--- src/rtl/id_stage_controller_pkg.sv ---
// ---------------------------------------------------------------------------
// id_stage_controller_pkg
// Shared definitions for the RV32IM decode-stage sequencer:
//   - RV32 base opcode constants recognised by the decoder
//   - immSel_t : immediate-type codes driven to the immediate generator
//   - ctrl_t   : control bits carried down the pipeline
//   - idEx_t   : full contents of the ID/EX control pipeline register
//   - ID_EX_BUBBLE : the value loaded into ID/EX to insert a bubble
// ---------------------------------------------------------------------------
package id_stage_controller_pkg;

   localparam logic [6:0] OPC_LUI    = 7'b0110111;
   localparam logic [6:0] OPC_AUIPC  = 7'b0010111;
   localparam logic [6:0] OPC_JAL    = 7'b1101111;
   localparam logic [6:0] OPC_JALR   = 7'b1100111;
   localparam logic [6:0] OPC_BRANCH = 7'b1100011;
   localparam logic [6:0] OPC_LOAD   = 7'b0000011;
   localparam logic [6:0] OPC_STORE  = 7'b0100011;
   localparam logic [6:0] OPC_OPIMM  = 7'b0010011;
   localparam logic [6:0] OPC_OP     = 7'b0110011;

   // IMM_IU (110) is a reserved code; the decoder never produces it.
   typedef enum logic [2:0] {
      IMM_U     = 3'b000,
      IMM_J     = 3'b001,
      IMM_S     = 3'b010,
      IMM_B     = 3'b011,
      IMM_I     = 3'b100,
      IMM_SHIFT = 3'b101,
      IMM_IU    = 3'b110,
      IMM_NONE  = 3'b111
   } immSel_t;

   typedef struct packed {
      logic regWrite;
      logic memRead;
      logic memWrite;
      logic branch;
      logic jump;
      logic aluSrcImm;
   } ctrl_t;

   typedef struct packed {
      logic       valid;
      logic [4:0] rd;
      logic [4:0] rs1;
      logic [4:0] rs2;
      logic [2:0] funct3;
      ctrl_t      ctrl;
   } idEx_t;

   localparam ctrl_t CTRL_NONE    = '0;
   localparam idEx_t ID_EX_BUBBLE = '0;

endpackage

--- src/rtl/id_stage_controller_decoder.sv ---
// ---------------------------------------------------------------------------
// id_decoder
// Purely combinational instruction decoder for the ID stage.
// Ports:
//   i_opcode   [6:0]  opcode field of the IF/ID instruction
//   i_funct3   [2:0]  funct3 field (selects shift immediates for OP-IMM)
//   i_valid           instruction is real (0 = bubble)
//   o_immSel   [2:0]  immediate type for the immediate generator
//   o_ctrl            control bits for the ID/EX register
//   o_rs1Used         instruction reads rs1 (hazard check)
//   o_rs2Used         instruction reads rs2 (hazard check)
//   o_illegal         valid instruction with an unrecognised opcode
// ---------------------------------------------------------------------------
module id_decoder
   import id_stage_controller_pkg::*;
(
   input  logic [6:0] i_opcode,
   input  logic [2:0] i_funct3,
   input  logic       i_valid,
   output logic [2:0] o_immSel,
   output ctrl_t      o_ctrl,
   output logic       o_rs1Used,
   output logic       o_rs2Used,
   output logic       o_illegal
);

   immSel_t w_immSel;
   ctrl_t   w_ctrl;
   logic    w_rs1Used;
   logic    w_rs2Used;
   logic    w_known;

   // Opcode decode. Unknown opcodes and bubbles fall back to "no immediate",
   // no control bits and no register reads, so they can never stall the pipe.
   always_comb begin
      w_immSel  = IMM_NONE;
      w_ctrl    = CTRL_NONE;
      w_rs1Used = 1'b0;
      w_rs2Used = 1'b0;
      w_known   = 1'b1;
      case (i_opcode)
         OPC_LUI, OPC_AUIPC: begin
            w_immSel           = IMM_U;
            w_ctrl.regWrite    = 1'b1;
            w_ctrl.aluSrcImm   = 1'b1;
         end
         OPC_JAL: begin
            w_immSel           = IMM_J;
            w_ctrl.regWrite    = 1'b1;
            w_ctrl.jump        = 1'b1;
         end
         OPC_JALR: begin
            w_immSel           = IMM_I;
            w_ctrl.regWrite    = 1'b1;
            w_ctrl.jump        = 1'b1;
            w_ctrl.aluSrcImm   = 1'b1;
            w_rs1Used          = 1'b1;
         end
         OPC_BRANCH: begin
            w_immSel           = IMM_B;
            w_ctrl.branch      = 1'b1;
            w_rs1Used          = 1'b1;
            w_rs2Used          = 1'b1;
         end
         OPC_LOAD: begin
            w_immSel           = IMM_I;
            w_ctrl.regWrite    = 1'b1;
            w_ctrl.memRead     = 1'b1;
            w_ctrl.aluSrcImm   = 1'b1;
            w_rs1Used          = 1'b1;
         end
         OPC_STORE: begin
            w_immSel           = IMM_S;
            w_ctrl.memWrite    = 1'b1;
            w_ctrl.aluSrcImm   = 1'b1;
            w_rs1Used          = 1'b1;
            w_rs2Used          = 1'b1;
         end
         OPC_OPIMM: begin
            // SLTIU keeps the signed I immediate; only shifts use the shamt form.
            w_immSel           = (i_funct3 == 3'b001 || i_funct3 == 3'b101) ? IMM_SHIFT : IMM_I;
            w_ctrl.regWrite    = 1'b1;
            w_ctrl.aluSrcImm   = 1'b1;
            w_rs1Used          = 1'b1;
         end
         OPC_OP: begin
            w_immSel           = IMM_NONE;
            w_ctrl.regWrite    = 1'b1;
            w_rs1Used          = 1'b1;
            w_rs2Used          = 1'b1;
         end
         default: begin
            w_known            = 1'b0;
         end
      endcase
      if (!i_valid) begin
         w_immSel  = IMM_NONE;
         w_ctrl    = CTRL_NONE;
         w_rs1Used = 1'b0;
         w_rs2Used = 1'b0;
      end
   end

   assign o_immSel  = w_immSel;
   assign o_ctrl    = w_ctrl;
   assign o_rs1Used = w_rs1Used;
   assign o_rs2Used = w_rs2Used;
   assign o_illegal = i_valid & ~w_known;

endmodule

--- src/rtl/id_stage_controller.sv ---
// ---------------------------------------------------------------------------
// id_stage_controller
// Decode-stage sequencer: decodes IF/ID, owns the ID/EX control register,
// inserts load-use bubbles, freezes for multi-cycle EX and applies flushes
// (deferring a flush that arrives while EX is frozen).
// Ports:
//   CLK, RESET (async, active-low)
//   INSTR[31:0], ID_VALID         instruction in IF/ID
//   EX_BUSY                       multi-cycle EX unit busy, freeze ID/EX
//   FLUSH                         taken branch/jump in EX, kill ID instruction
//   IMM_SEL[2:0], ILLEGAL         combinational decode of the ID instruction
//   STALL                         hold PC and IF/ID this cycle
//   EX_VALID, EX_RD/RS1/RS2, EX_FUNCT3, EX_* control bits   ID/EX contents
//   STALL_COUNT                   saturating count of load-use bubbles
// ---------------------------------------------------------------------------
module id_stage_controller
   import id_stage_controller_pkg::*;
#(
   parameter int STALL_CNT_W = 16
)(
   input  logic                   CLK,
   input  logic                   RESET,
   input  logic [31:0]            INSTR,
   input  logic                   ID_VALID,
   input  logic                   EX_BUSY,
   input  logic                   FLUSH,
   output logic [2:0]             IMM_SEL,
   output logic                   STALL,
   output logic                   ILLEGAL,
   output logic                   EX_VALID,
   output logic [4:0]             EX_RD,
   output logic [4:0]             EX_RS1,
   output logic [4:0]             EX_RS2,
   output logic [2:0]             EX_FUNCT3,
   output logic                   EX_REG_WRITE,
   output logic                   EX_MEM_READ,
   output logic                   EX_MEM_WRITE,
   output logic                   EX_BRANCH,
   output logic                   EX_JUMP,
   output logic                   EX_ALU_SRC_IMM,
   output logic [STALL_CNT_W-1:0] STALL_COUNT
);

   localparam logic [STALL_CNT_W-1:0] CNT_ONE = {{(STALL_CNT_W-1){1'b0}}, 1'b1};

   idEx_t                  r_idEx;
   logic                   r_flushPending;
   logic [STALL_CNT_W-1:0] r_stallCount;

   ctrl_t                  w_ctrl;
   logic                   w_rs1Used;
   logic                   w_rs2Used;
   logic                   w_illegal;
   idEx_t                  w_decoded;
   logic                   w_hazard;
   logic                   w_flushNow;
   logic                   w_unusedInstrHi;

   id_decoder u_decoder (
      .i_opcode  (INSTR[6:0]),
      .i_funct3  (INSTR[14:12]),
      .i_valid   (ID_VALID),
      .o_immSel  (IMM_SEL),
      .o_ctrl    (w_ctrl),
      .o_rs1Used (w_rs1Used),
      .o_rs2Used (w_rs2Used),
      .o_illegal (w_illegal)
   );

   // The immediate bits above rs2 are consumed by the immediate generator, not here.
   assign w_unusedInstrHi = ^INSTR[31:25];

   // Next ID/EX value for a live instruction; the decoder already zeroes the
   // control bits for bubbles and illegal opcodes.
   always_comb begin
      w_decoded        = ID_EX_BUBBLE;
      w_decoded.valid  = ID_VALID & ~w_illegal;
      w_decoded.rd     = INSTR[11:7];
      w_decoded.rs1    = INSTR[19:15];
      w_decoded.rs2    = INSTR[24:20];
      w_decoded.funct3 = INSTR[14:12];
      w_decoded.ctrl   = w_ctrl;
   end

   // Load-use check against the current ID/EX contents; a store's data
   // register counts because there is no store-data forwarding.
   assign w_hazard = ID_VALID & r_idEx.valid & r_idEx.ctrl.memRead & (r_idEx.rd != 5'd0) &
                     ((w_rs1Used & (INSTR[19:15] == r_idEx.rd)) |
                      (w_rs2Used & (INSTR[24:20] == r_idEx.rd)));

   assign w_flushNow = FLUSH | r_flushPending;

   // A flush outranks a hazard, so the hazard stall is only raised when no flush applies.
   assign STALL   = EX_BUSY | (~w_flushNow & w_hazard);
   assign ILLEGAL = w_illegal;

   // ID/EX register, deferred flush and stall counter, in priority order:
   // freeze, flush, load-use bubble, normal advance.
   always_ff @(posedge CLK or negedge RESET) begin
      if (!RESET) begin
         r_idEx         <= ID_EX_BUBBLE;
         r_flushPending <= 1'b0;
         r_stallCount   <= '0;
      end else if (EX_BUSY) begin
         if (FLUSH) begin
            r_flushPending <= 1'b1;
         end
      end else if (w_flushNow) begin
         r_idEx         <= ID_EX_BUBBLE;
         r_flushPending <= 1'b0;
      end else if (w_hazard) begin
         r_idEx <= ID_EX_BUBBLE;
         if (r_stallCount != '1) begin
            r_stallCount <= r_stallCount + CNT_ONE;
         end
      end else begin
         r_idEx <= w_decoded;
      end
   end

   assign EX_VALID       = r_idEx.valid;
   assign EX_RD          = r_idEx.rd;
   assign EX_RS1         = r_idEx.rs1;
   assign EX_RS2         = r_idEx.rs2;
   assign EX_FUNCT3      = r_idEx.funct3;
   assign EX_REG_WRITE   = r_idEx.ctrl.regWrite;
   assign EX_MEM_READ    = r_idEx.ctrl.memRead;
   assign EX_MEM_WRITE   = r_idEx.ctrl.memWrite;
   assign EX_BRANCH      = r_idEx.ctrl.branch;
   assign EX_JUMP        = r_idEx.ctrl.jump;
   assign EX_ALU_SRC_IMM = r_idEx.ctrl.aluSrcImm;
   assign STALL_COUNT    = r_stallCount;

endmodule
--- config.mk ---
export PLATFORM = sky130hd
export DESIGN_NAME = id_stage_controller
export DESIGN_NICKNAME = d
export VERILOG_FILES = /design/src/rtl/id_stage_controller_pkg.sv /design/src/rtl/id_stage_controller_decoder.sv /design/src/rtl/id_stage_controller.sv
export SDC_FILE = /design/constraint.sdc
export NUM_CORES = 1
export LEC_CHECK = 0
export CELL_PAD_IN_SITES_DETAIL_PLACEMENT = 2
export CELL_PAD_IN_SITES_GLOBAL_PLACEMENT = 2
export CORE_UTILIZATION = 39
export CTS_BUF_LIST = sky130_fd_sc_hd__clkbuf_4
export DETAILED_ROUTE_END_ITERATION = 7
export DONT_BUFFER_PORTS = 1
export MAX_ROUTING_LAYER = met4
export PLACE_DENSITY_LB_ADDON = 0.2
export SLEW_MARGIN = 40
export SYNTH_ARGS = -nofsm -noshare
export SYNTH_HDL_FRONTEND = slang
export SYNTH_HIERARCHICAL = 1
export SYNTH_SLANG_ARGS = --single-unit
--- constraint.sdc ---
create_clock -name CLK -period 2.4 [get_ports CLK]
set_clock_uncertainty 0.2 [all_clocks]
set_input_delay 0.48 -clock CLK [delete_from_list [all_inputs] [get_ports CLK]]
set_output_delay 0.48 -clock CLK [all_outputs]
set_load 0.05 [all_outputs]
==> results, run 1 <==
- The flow ran to the end, but the final reports show violations.
- The checks that failed: setup timing.
- The unique cell type count in the Yosys netlist is 48.
- The die is ~78 um wide.
- For this design the top-level I/O count stands at 83.
- The worst slack at placement is -161.7 ps.
- The internal portion of the total power is approximately 1.0 mW.
- Counting the fill cells in the layout gives 584.
- The type of the setup path with the least slack is reg2out.
- Setup repair after global routing could not meet its margin everywhere.
- Measured in cells, the most critical reg-to-reg path has a length of 9.
- The mapped cell area is between 2000 and 2500 um2.
- The smallest setup slack after layout is -228.2 ps.
- The first-pass GRT wire length is about 13 mm.
- The post-synthesis net count is 252.
- The worst path arrival time is a little under 2000 ps.
- Max-cap violations in this run came to 0.
- The maximum clock insertion buffer count is 2.
- The switching power summed over all nets is 0.4510 mW.
- The share of async-settable or async-resettable flops after synthesis is between 90% and 100%.
- The clock-pin slew on the worst setup and hold paths is 140 ps.
- At the pin with the least slew margin, the transition time is between 500 and 600 ps.
- The detailed router finished its first iteration with about 110 violations.
- After global routing the overflow that remains totals 0.
- After detailed routing, the total wire length is approximately 8.6 mm.
- Clock tree synthesis found a total of between 40 and 50 sinks.
- The critical path startpoint category is a flop.
- Entering global routing, the biggest net connects between 40 and 50 pins.
- Once the floorplan was initialized, standard cells occupied about two fifths of the core.
- The detail route stage leaves a number of antenna-violating nets equal to 0.
- The maximum operating frequency is 380.5 MHz.
- TritonCTS built the clock tree.
- Dividing the synthesized area by the synthesized cell count gives about 11 um2.
- At the end of the flow, the number of nets in the layout was a little under 300.
- After layout, the minimum clock period comes to around 2600 ps.
- Input and output buffers added on the ports amount to 0.
- Global routing used 29.14% of the available tracks.
- After synthesis, flip-flops and latches occupy a little under half of the total area.
- The placeable core region is 5540 um2.
- The leading register cell type out of synthesis is sky130_fd_sc_hd__dfrtp_1.
- The post-route fraction of the period consumed by the critical path is 109.5%.
- In this run the cell area measured after placement is 2579 um2.
- The number of antenna diodes in the final layout is 0.
- The fraction of power spent switching nets is 30.46%.
- In this run the static leakage power is ~1.3 nW.
- For this run, design rule violations remaining after detail routing come to 0.
- Dividing the detail-routed wire length by the instance count gives roughly 26 um.
- The count of pins over their slew limit came to 0.
- The relative area change from synthesis to final layout is 25.33%.
- The worst ir drop on vdd is ~230 uV.
- The number of enable flip-flop cells after synthesis is 0.
- Summed over all nets, the half-perimeter wirelength after detailed placement is ~5.4 mm.
- At the worst endpoint, the required time is about 1700 ps.
- The combinational group share of total power is around 14%.
- Setup violations remaining at the end of the flow were counted as 4.
- At the end of routability-driven placement, the weighted congestion stood at 0.7753.
- The per-cell via count in the routed design is 6.076.
- The final number of hold-violating endpoints came to 0.
- The root buffer cell is sky130_fd_sc_hd__clkbuf_4.
- The number of antenna violations at the first check in global routing was 0.
- The min-delay analysis places its worst path in the category in2reg.
- After synthesis the netlist holds a flip-flop and latch count of 42.
- Registers are responsible for 54.8% of the overall power.
- The part of the power in the clock network is between 30 and 40%.
- The fraction of layout instances using a drive strength above 1 is ~29%.
- Synthesis produced a netlist whose cell count is approximately 210.
- The die covers between 6000 and 7000 um2.
- The worst-case headroom to the max-slew limit is between 60% and 70%.
- The Yosys warning count is 6.
- TritonCTS created 5 clock buffers.
- The floorplan has 27 rows.
- The total via count in the routed design is about 2,000.
- The clock latency reported for the late side of the worst-skew pair is roughly 360 ps.
- Power spread over the standard cell area amounts to 523.3 nW/um2.
- STA classifies the critical path endpoint as a primary output.
- The die is ~80 um tall.
- The H-tree generated during clock tree synthesis spans 2 levels.
- Including well taps, the total number of placed cells is between 300 and 400.
- After routing the design area is roughly 2800 um2.
- Leaving out filler cells and counting taps, the final layout contains ~330.
- The via count of the first global-routing pass is 2,322.
- The maximum fanout encountered on the critical timing path is 4.
- The first-pass detailed-route iteration total is 4.
- Along the worst hold path, the cell count comes to 1.
## power groups by stage
| stage | logic, mW | clock network, mW | registers (mW) |
|---|---|---|---|
| CTS | 0.192 | 0.459 | 0.809 |
| floorplan | 0.107 | 0 | 0.845 |
| detailed placement | 0.157 | 0 | 0.824 |
| global route | 0.222 | 0.489 | 0.814 |
| global placement | 0.149 | 0 | 0.821 |
| finish | 0.212 | 0.457 | 0.812 |
## area by class of cell
type                            count  area [um2]  area share, %
Tap cell                           72       90.09          3.184
Clock inverter                      2       33.78          1.194
Multi-Input combinational cell    152        1172          41.44
Inverter                            8       30.03          1.061
Timing Repair Buffer               50       410.4          14.51
Sequential cell                    42        1055          37.28
Clock buffer                        5       37.54          1.327
## metal layers
metal / up-vias / GRT usage (%) / part of all wire, %
met3: 18 / 6.395 / 5.9
met4: 0 / 8.889 / 2.6
met2: 81 / 50.26 / 52
li1: 881 / - / -
met1: 1031 / 33.90 / 40
met5: - / - / 0
## metrics by stage
step	hold slack, ps	util [%]	setup TNS (ps)	power, mW
4_1_cts	33.83	49.59	-125.1	1.460
3_5_place_dp	-14.80	46.54	-2015	0.9809
6_report	51.34	51.06	-260.0	1.480
2_1_floorplan	-15.59	-	0	0.9518
5_1_grt	29.12	51.06	-602.4	1.525
3_3_place_gp	-14.68	46.54	0	0.9696
## cell usage after synthesis (3+ instances only)
master	n	area [um2]
sky130_fd_sc_hd__and3_1	4	25.02
sky130_fd_sc_hd__a21oi_1	4	20.02
sky130_fd_sc_hd__a22o_1	24	210.2
sky130_fd_sc_hd__inv_1	8	30.03
sky130_fd_sc_hd__nand2_1	17	63.81
sky130_fd_sc_hd__xnor2_1	22	192.7
sky130_fd_sc_hd__buf_6	4	45.04
sky130_fd_sc_hd__nand4_1	8	50.05
sky130_fd_sc_hd__and4_1	4	35.03
sky130_fd_sc_hd__nor3_1	4	20.02
sky130_fd_sc_hd__nor2_1	11	41.29
sky130_fd_sc_hd__nand3_1	12	60.06
sky130_fd_sc_hd__buf_2	3	15.01
sky130_fd_sc_hd__clkbuf_1	6	22.52
sky130_fd_sc_hd__dfrtp_1	42	1051
## final timing paths
kind                                             from                         end  slack, ps
setup / recovery                 EX_RD[3]$_DFFE_PN0N_                       STALL       -230
hold / removal                              INSTR[15]       EX_RS1[0]$_DFFE_PN0N_         50
setup reg to reg                 EX_RD[3]$_DFFE_PN0N_  STALL_COUNT[5]$_DFFE_PN0P_        -30
hold reg to reg            r_flushPending$_DFFE_PN0P_  r_flushPending$_DFFE_PN0P_        370
min in group asynchronous                       RESET       EX_RS1[1]$_DFFE_PN0N_        370
max in group asynchronous                       RESET        EX_RD[2]$_DFFE_PN0N_       1390
## cell families (layout without fill, tap and decap cells)
family | count (synthesis) | count (layout) | synth area share [%]
buf+inv | 21 | 65 | 4.989
mux | 3 | 3 | 1.663
compound gates | 51 | 52 | 19.79
fa+ha+maj | 1 | 1 | 0.5542
flops | 42 | 42 | 46.56
xor+xnor | 22 | 22 | 8.536
simple gates | 74 | 74 | 17.91
## what timing repair did
action | 4_1_cts | 5_1_grt
gates cloned | 1 | 0
hold buffers | 2 | 0
pin swaps | 6 | 9
endpoints found under the hold margin | 42 | 0
buffers inserted | 5 | 5
endpoints found under the setup margin | 26 | 25
gates resized for setup | 4 | 8
## sequential cells by signal, summed over array words and instances, names as in the netlist, 3 cells and up
register	cells
EX_FUNCT3	3
EX_RD	5
EX_RS1	5
EX_RS2	5
STALL_COUNT	16
## cells in the final DEF, fill, tap and decap left out, drive strengths merged, types with 2 or more instances in the layout
master    n
o2111ai   2
xnor2    22
and4      4
nand2b    2
clkbuf    5
nand4     8
mux2      3
buf      49
nand2    18
dfrtp    42
a41o      2
o21ai     3
a21oi     6
and3      4
nor4      2
nor2     11
inv       8
and3b     2
a211oi    2
nor3      4
a22o     24
nand3    12
## critical path: stages, from the launching register on
cell and delay, ps:
sky130_fd_sc_hd__dfrtp_1 440, sky130_fd_sc_hd__buf_4 180, sky130_fd_sc_hd__xnor2_2 180, sky130_fd_sc_hd__nand4_1 210, sky130_fd_sc_hd__o22ai_2 280, sky130_fd_sc_hd__nand3_2 120, sky130_fd_sc_hd__nand2_4 180
No activity file was read; power rests on OpenSTA's default activity.
==> run 2: changes to the inputs <==
- SETUP_SLACK_MARGIN: not set -> 0.15
==> run 2 against run 1 <==
Net effect: the run still ends with setup timing left; critical endpoint is now STALL_COUNT[5]$_DFFE_PN0P_; critical path depth is 2 higher; combinational power is 6% higher; register-to-register slack got worse by 260 ps; global-route usage shrank 0.81 points; cell count rose by 1.2%.
==> results, run 2 (synthesis gave the netlist of run 1 again) <==
- The flow ran to the end, but the final reports show violations.
- The maximum fanout encountered on the critical timing path is 5 (+1).
- The kind of cell adding the most delay to the critical path is simple AND/OR/NAND/NOR gates.
- The clock-pin slew on the worst setup and hold paths is 160 ps (+20 ps).
- The number of buffer and inverter stages on the critical path is 3 (+2).
- The critical path startpoint category is a flop.
- The max capacitance violation total is 0 (unchanged).
- The required time reported for the critical path endpoint came to 2470 ps (+750 ps).
- The type of the setup path with the least slack is reg2reg.
- The post-route fraction of the period consumed by the critical path is 112.2% (+2.7 points).
- The standard cell with the maximum stage delay on the critical path is sky130_fd_sc_hd__or4_4.
- The post-detailed-routing wire length was 10.56 mm (+23%).
- The fraction of layout instances using a drive strength above 1 was 36.50% (+7.2 points).
- The delay contributed by the slowest stage of the critical path is 560 ps (+120 ps).
- The routed wire length per instance is 31.53 um (+22%).
- The number of antenna violations at the first check in global routing was 0 (unchanged).
- Traced cell by cell, the critical path runs through or4_4, o2111a_2, buf_4, buf_6, o41a_1, buf_6, nand4_1, xnor2_1.
- The number of cell rows came to 27 (unchanged).
- The number of levels in the clock H-tree is 2 (unchanged).
- The cell area reported after detailed placement was 2544 um2 (-1.4%).
- The number of setup violations in the final report is 25 (+21).
- The pin slew with the least headroom to its limit was 550.9 ps (+35.36 ps).
- The number of flip-flops under the largest register name came to 16 (unchanged).
- The clock latency reported for the late side of the worst-skew pair was 390 ps (+30 ps).
- The power density over the cells is 510.6 nW/um2 (-2.4%).
- The number of buffers added on ports is 0 (unchanged).
- The count of pins over their slew limit is 0 (unchanged).
- The die height is 78.08 um (unchanged).
- The first-pass GRT wire length is 12.63 mm (-3.3%).
- The via count of the first global-routing pass is 2,186 (-5.9%).
- The sink count of the clock tree is 42 (unchanged).
- The met1 demand-to-capacity share in global routing is 31.49% (-2.4 points).
- The placeable core region is 5540 um2 (unchanged).
- The total power is 1.554 mW (+5.0%).
- The share of the core filled with cells in the final layout is 54.95% (+3.9 points).
- The depth of the most critical reg-to-reg path is 8 (-1).
- The estimated wirelength of the detail-placed design came to 5.134 mm (-4.2%).
- The switching power summed over all nets is 0.4871 mW (+8.0%).
- The per-cell via count in the routed design was 6.549 (+7.8%).
- Leaving out fill and tap cells, the most frequent cell in the layout is sky130_fd_sc_hd__buf_4.
- The worst ir drop on vdd was 556.2 uV (+140%).
- The number of cells on the worst hold path is 1 (unchanged).
- The reported leakage power came to 1.374 nW (+5.1%).
- The overall global routing resource usage is 28.33% (-0.81 points).
- The checks that failed: setup timing.
- The cell that appears most often on the critical path is sky130_fd_sc_hd__buf_6.
- The post-route antenna net violation count came to 0 (unchanged).
- The combinational group share of total power is 14.4% (about the same).
- Setup repair after global routing could not meet its margin everywhere.
- The number of top-level pins is 83 (unchanged).
- The maximum operating frequency came to 371.3 MHz (-2.4%).
- The final number of hold-violating endpoints is 0 (unchanged).
- The first-pass detailed-route iteration total is 4 (unchanged).
- The detailed-route DRC error count came to 0 (unchanged).
- The met2 track utilization from global routing was 49.82% (-0.44 points).
- The initial cell density of the core came to 40.74% (unchanged).
- The worst-case headroom to the max-slew limit was 63.28% (-2.4 points).
- The number of inserted diodes came to 0 (unchanged).
- The horizontal extent of the die is 78.08 um (unchanged).
- The worst path arrival time is 2760 ps (+810 ps).
- The tightest hold margin came to 12.56 ps (-38.78 ps).
- The worst hold path belongs to the class in2reg.
- The number of logic stages on the critical path including buffering is 8 (+2).
- The global route total overflow is 0 (unchanged).
- The maximum number of pins on one net before global-route repair came to 43 (unchanged).
- The slack of the worst reg-to-reg path is -290 ps (-260 ps).
- The number of buffers created by CTS is 5 (unchanged).
- The worst slack at placement is -109.7 ps (+51.96 ps).
- The maximum clock insertion buffer count is 2 (unchanged).
- TritonCTS built the clock tree.
- After global routing, the most crowded layer is met2.
- The total via count in the routed design was 2,194 (+9.1%).
- The final net count was 300 (+1.0%).
- The smallest setup slack after layout was -293.2 ps (-65.04 ps).
- The clock period minus worst slack is 2693 ps (+65.03 ps).
- The sequential group share of total power is 52.7% (-2.1 points).
- The weighted congestion at the end of routability-driven global placement came to 0.8987 (+16%).
- The full die area came to 6096 um2 (unchanged).
- The worst setup path is captured at a flop.
- The internal power came to 1.067 mW (+3.7%).
- In the layout the commonest cells are sky130_fd_sc_hd__buf_4, sky130_fd_sc_hd__dfrtp_1, sky130_fd_sc_hd__a22o_1.
- The root buffer cell is sky130_fd_sc_hd__clkbuf_4.
- The fraction of power spent switching nets is 31.33% (+0.87 points).
- The starting DRC count in detailed routing is 157 (+48%).
- The part of the power in the clock network is 32.9% (+2.0 points).
- Relative to the synthesized area, the layout overhead comes to 34.87%.
- The design area is 3044 um2 (+7.6%).
- The met3 track demand over resource in global routing is 5.581% (-0.81 points).
## run 2: cell count changes in the layout (fill, tap and decap cells not counted), moves of 2 or more
cell | before | now
sky130_fd_sc_hd__nand3_4 | 0 | 5
sky130_fd_sc_hd__dfrtp_1 | 39 | 35
sky130_fd_sc_hd__dfrtp_2 | 3 | 7
sky130_fd_sc_hd__nand3_1 | 10 | 6
sky130_fd_sc_hd__buf_4 | 45 | 42
sky130_fd_sc_hd__buf_6 | 2 | 5
sky130_fd_sc_hd__xnor2_1 | 18 | 15
sky130_fd_sc_hd__buf_12 | 2 | 4
sky130_fd_sc_hd__clkbuf_4 | 5 | 7
sky130_fd_sc_hd__xnor2_2 | 4 | 6
## run 2: layout make-up
class	instances	area, um2
clock buffers	7	52.55
clock inverters	1	30.03
fillers	562	2496
inverters	8	30.03
multi-input cells	152	1295
flip-flops and latches	42	1060
well taps	72	90.09
repair buffers	53	486.7
## run 2: final timing paths
check / to / start
max: STALL_COUNT[5]$_DFFE_PN0P_ / EX_RD[2]$_DFFE_PN0N_
max reg2reg: STALL_COUNT[5]$_DFFE_PN0P_ / EX_RD[2]$_DFFE_PN0N_
max in group asynchronous: STALL_COUNT[0]$_DFFE_PN0P_ / RESET
min in group asynchronous: EX_RD[1]$_DFFE_PN0N_ / RESET
min: EX_RD[1]$_DFFE_PN0N_ / INSTR[8]
min reg2reg: EX_RD[3]$_DFFE_PN0N_ / EX_RD[3]$_DFFE_PN0N_
## run 2: repair_timing
action,CTS,global route
cloned,1,2
endpoints found under the hold margin,42,0
pin swaps,27,43
resized for setup,9,22
setup endpoints to repair,29,41
buffers inserted,4,15
hold buffers,2,0
## run 2: stage by stage
step / setup TNS (ps) / cells
final: -2607 / 335
after floorplan: 0 / 214
after CTS: -1843 / 318
after global routing: -3496 / 335
after detailed placement: -186.3 / 303
after global placement: 0 / 303
## run 2: routing by layer
metal | wire, um | part of all wire [%] | vias to the layer above
met1 | 4022 | 38 | 1151
met4 | 501 | 4.7 | 0
met5 | 0 | 0 | -
li1 | - | - | 893
met2 | 5378 | 51 | 111
met3 | 661 | 6.3 | 39
## run 2: power groups by stage
| stage | Clock (mW) | Sequential, mW | Combinational [mW] |
|---|---|---|---|
| 2_1_floorplan | 0 | 0.845 | 0.114 |
| 3_3_place_gp | 0 | 0.824 | 0.146 |
| 3_5_place_dp | 0 | 0.827 | 0.152 |
| 4_1_cts | 0.493 | 0.814 | 0.179 |
| 5_1_grt | 0.525 | 0.821 | 0.233 |
| 6_report | 0.511 | 0.819 | 0.224 |
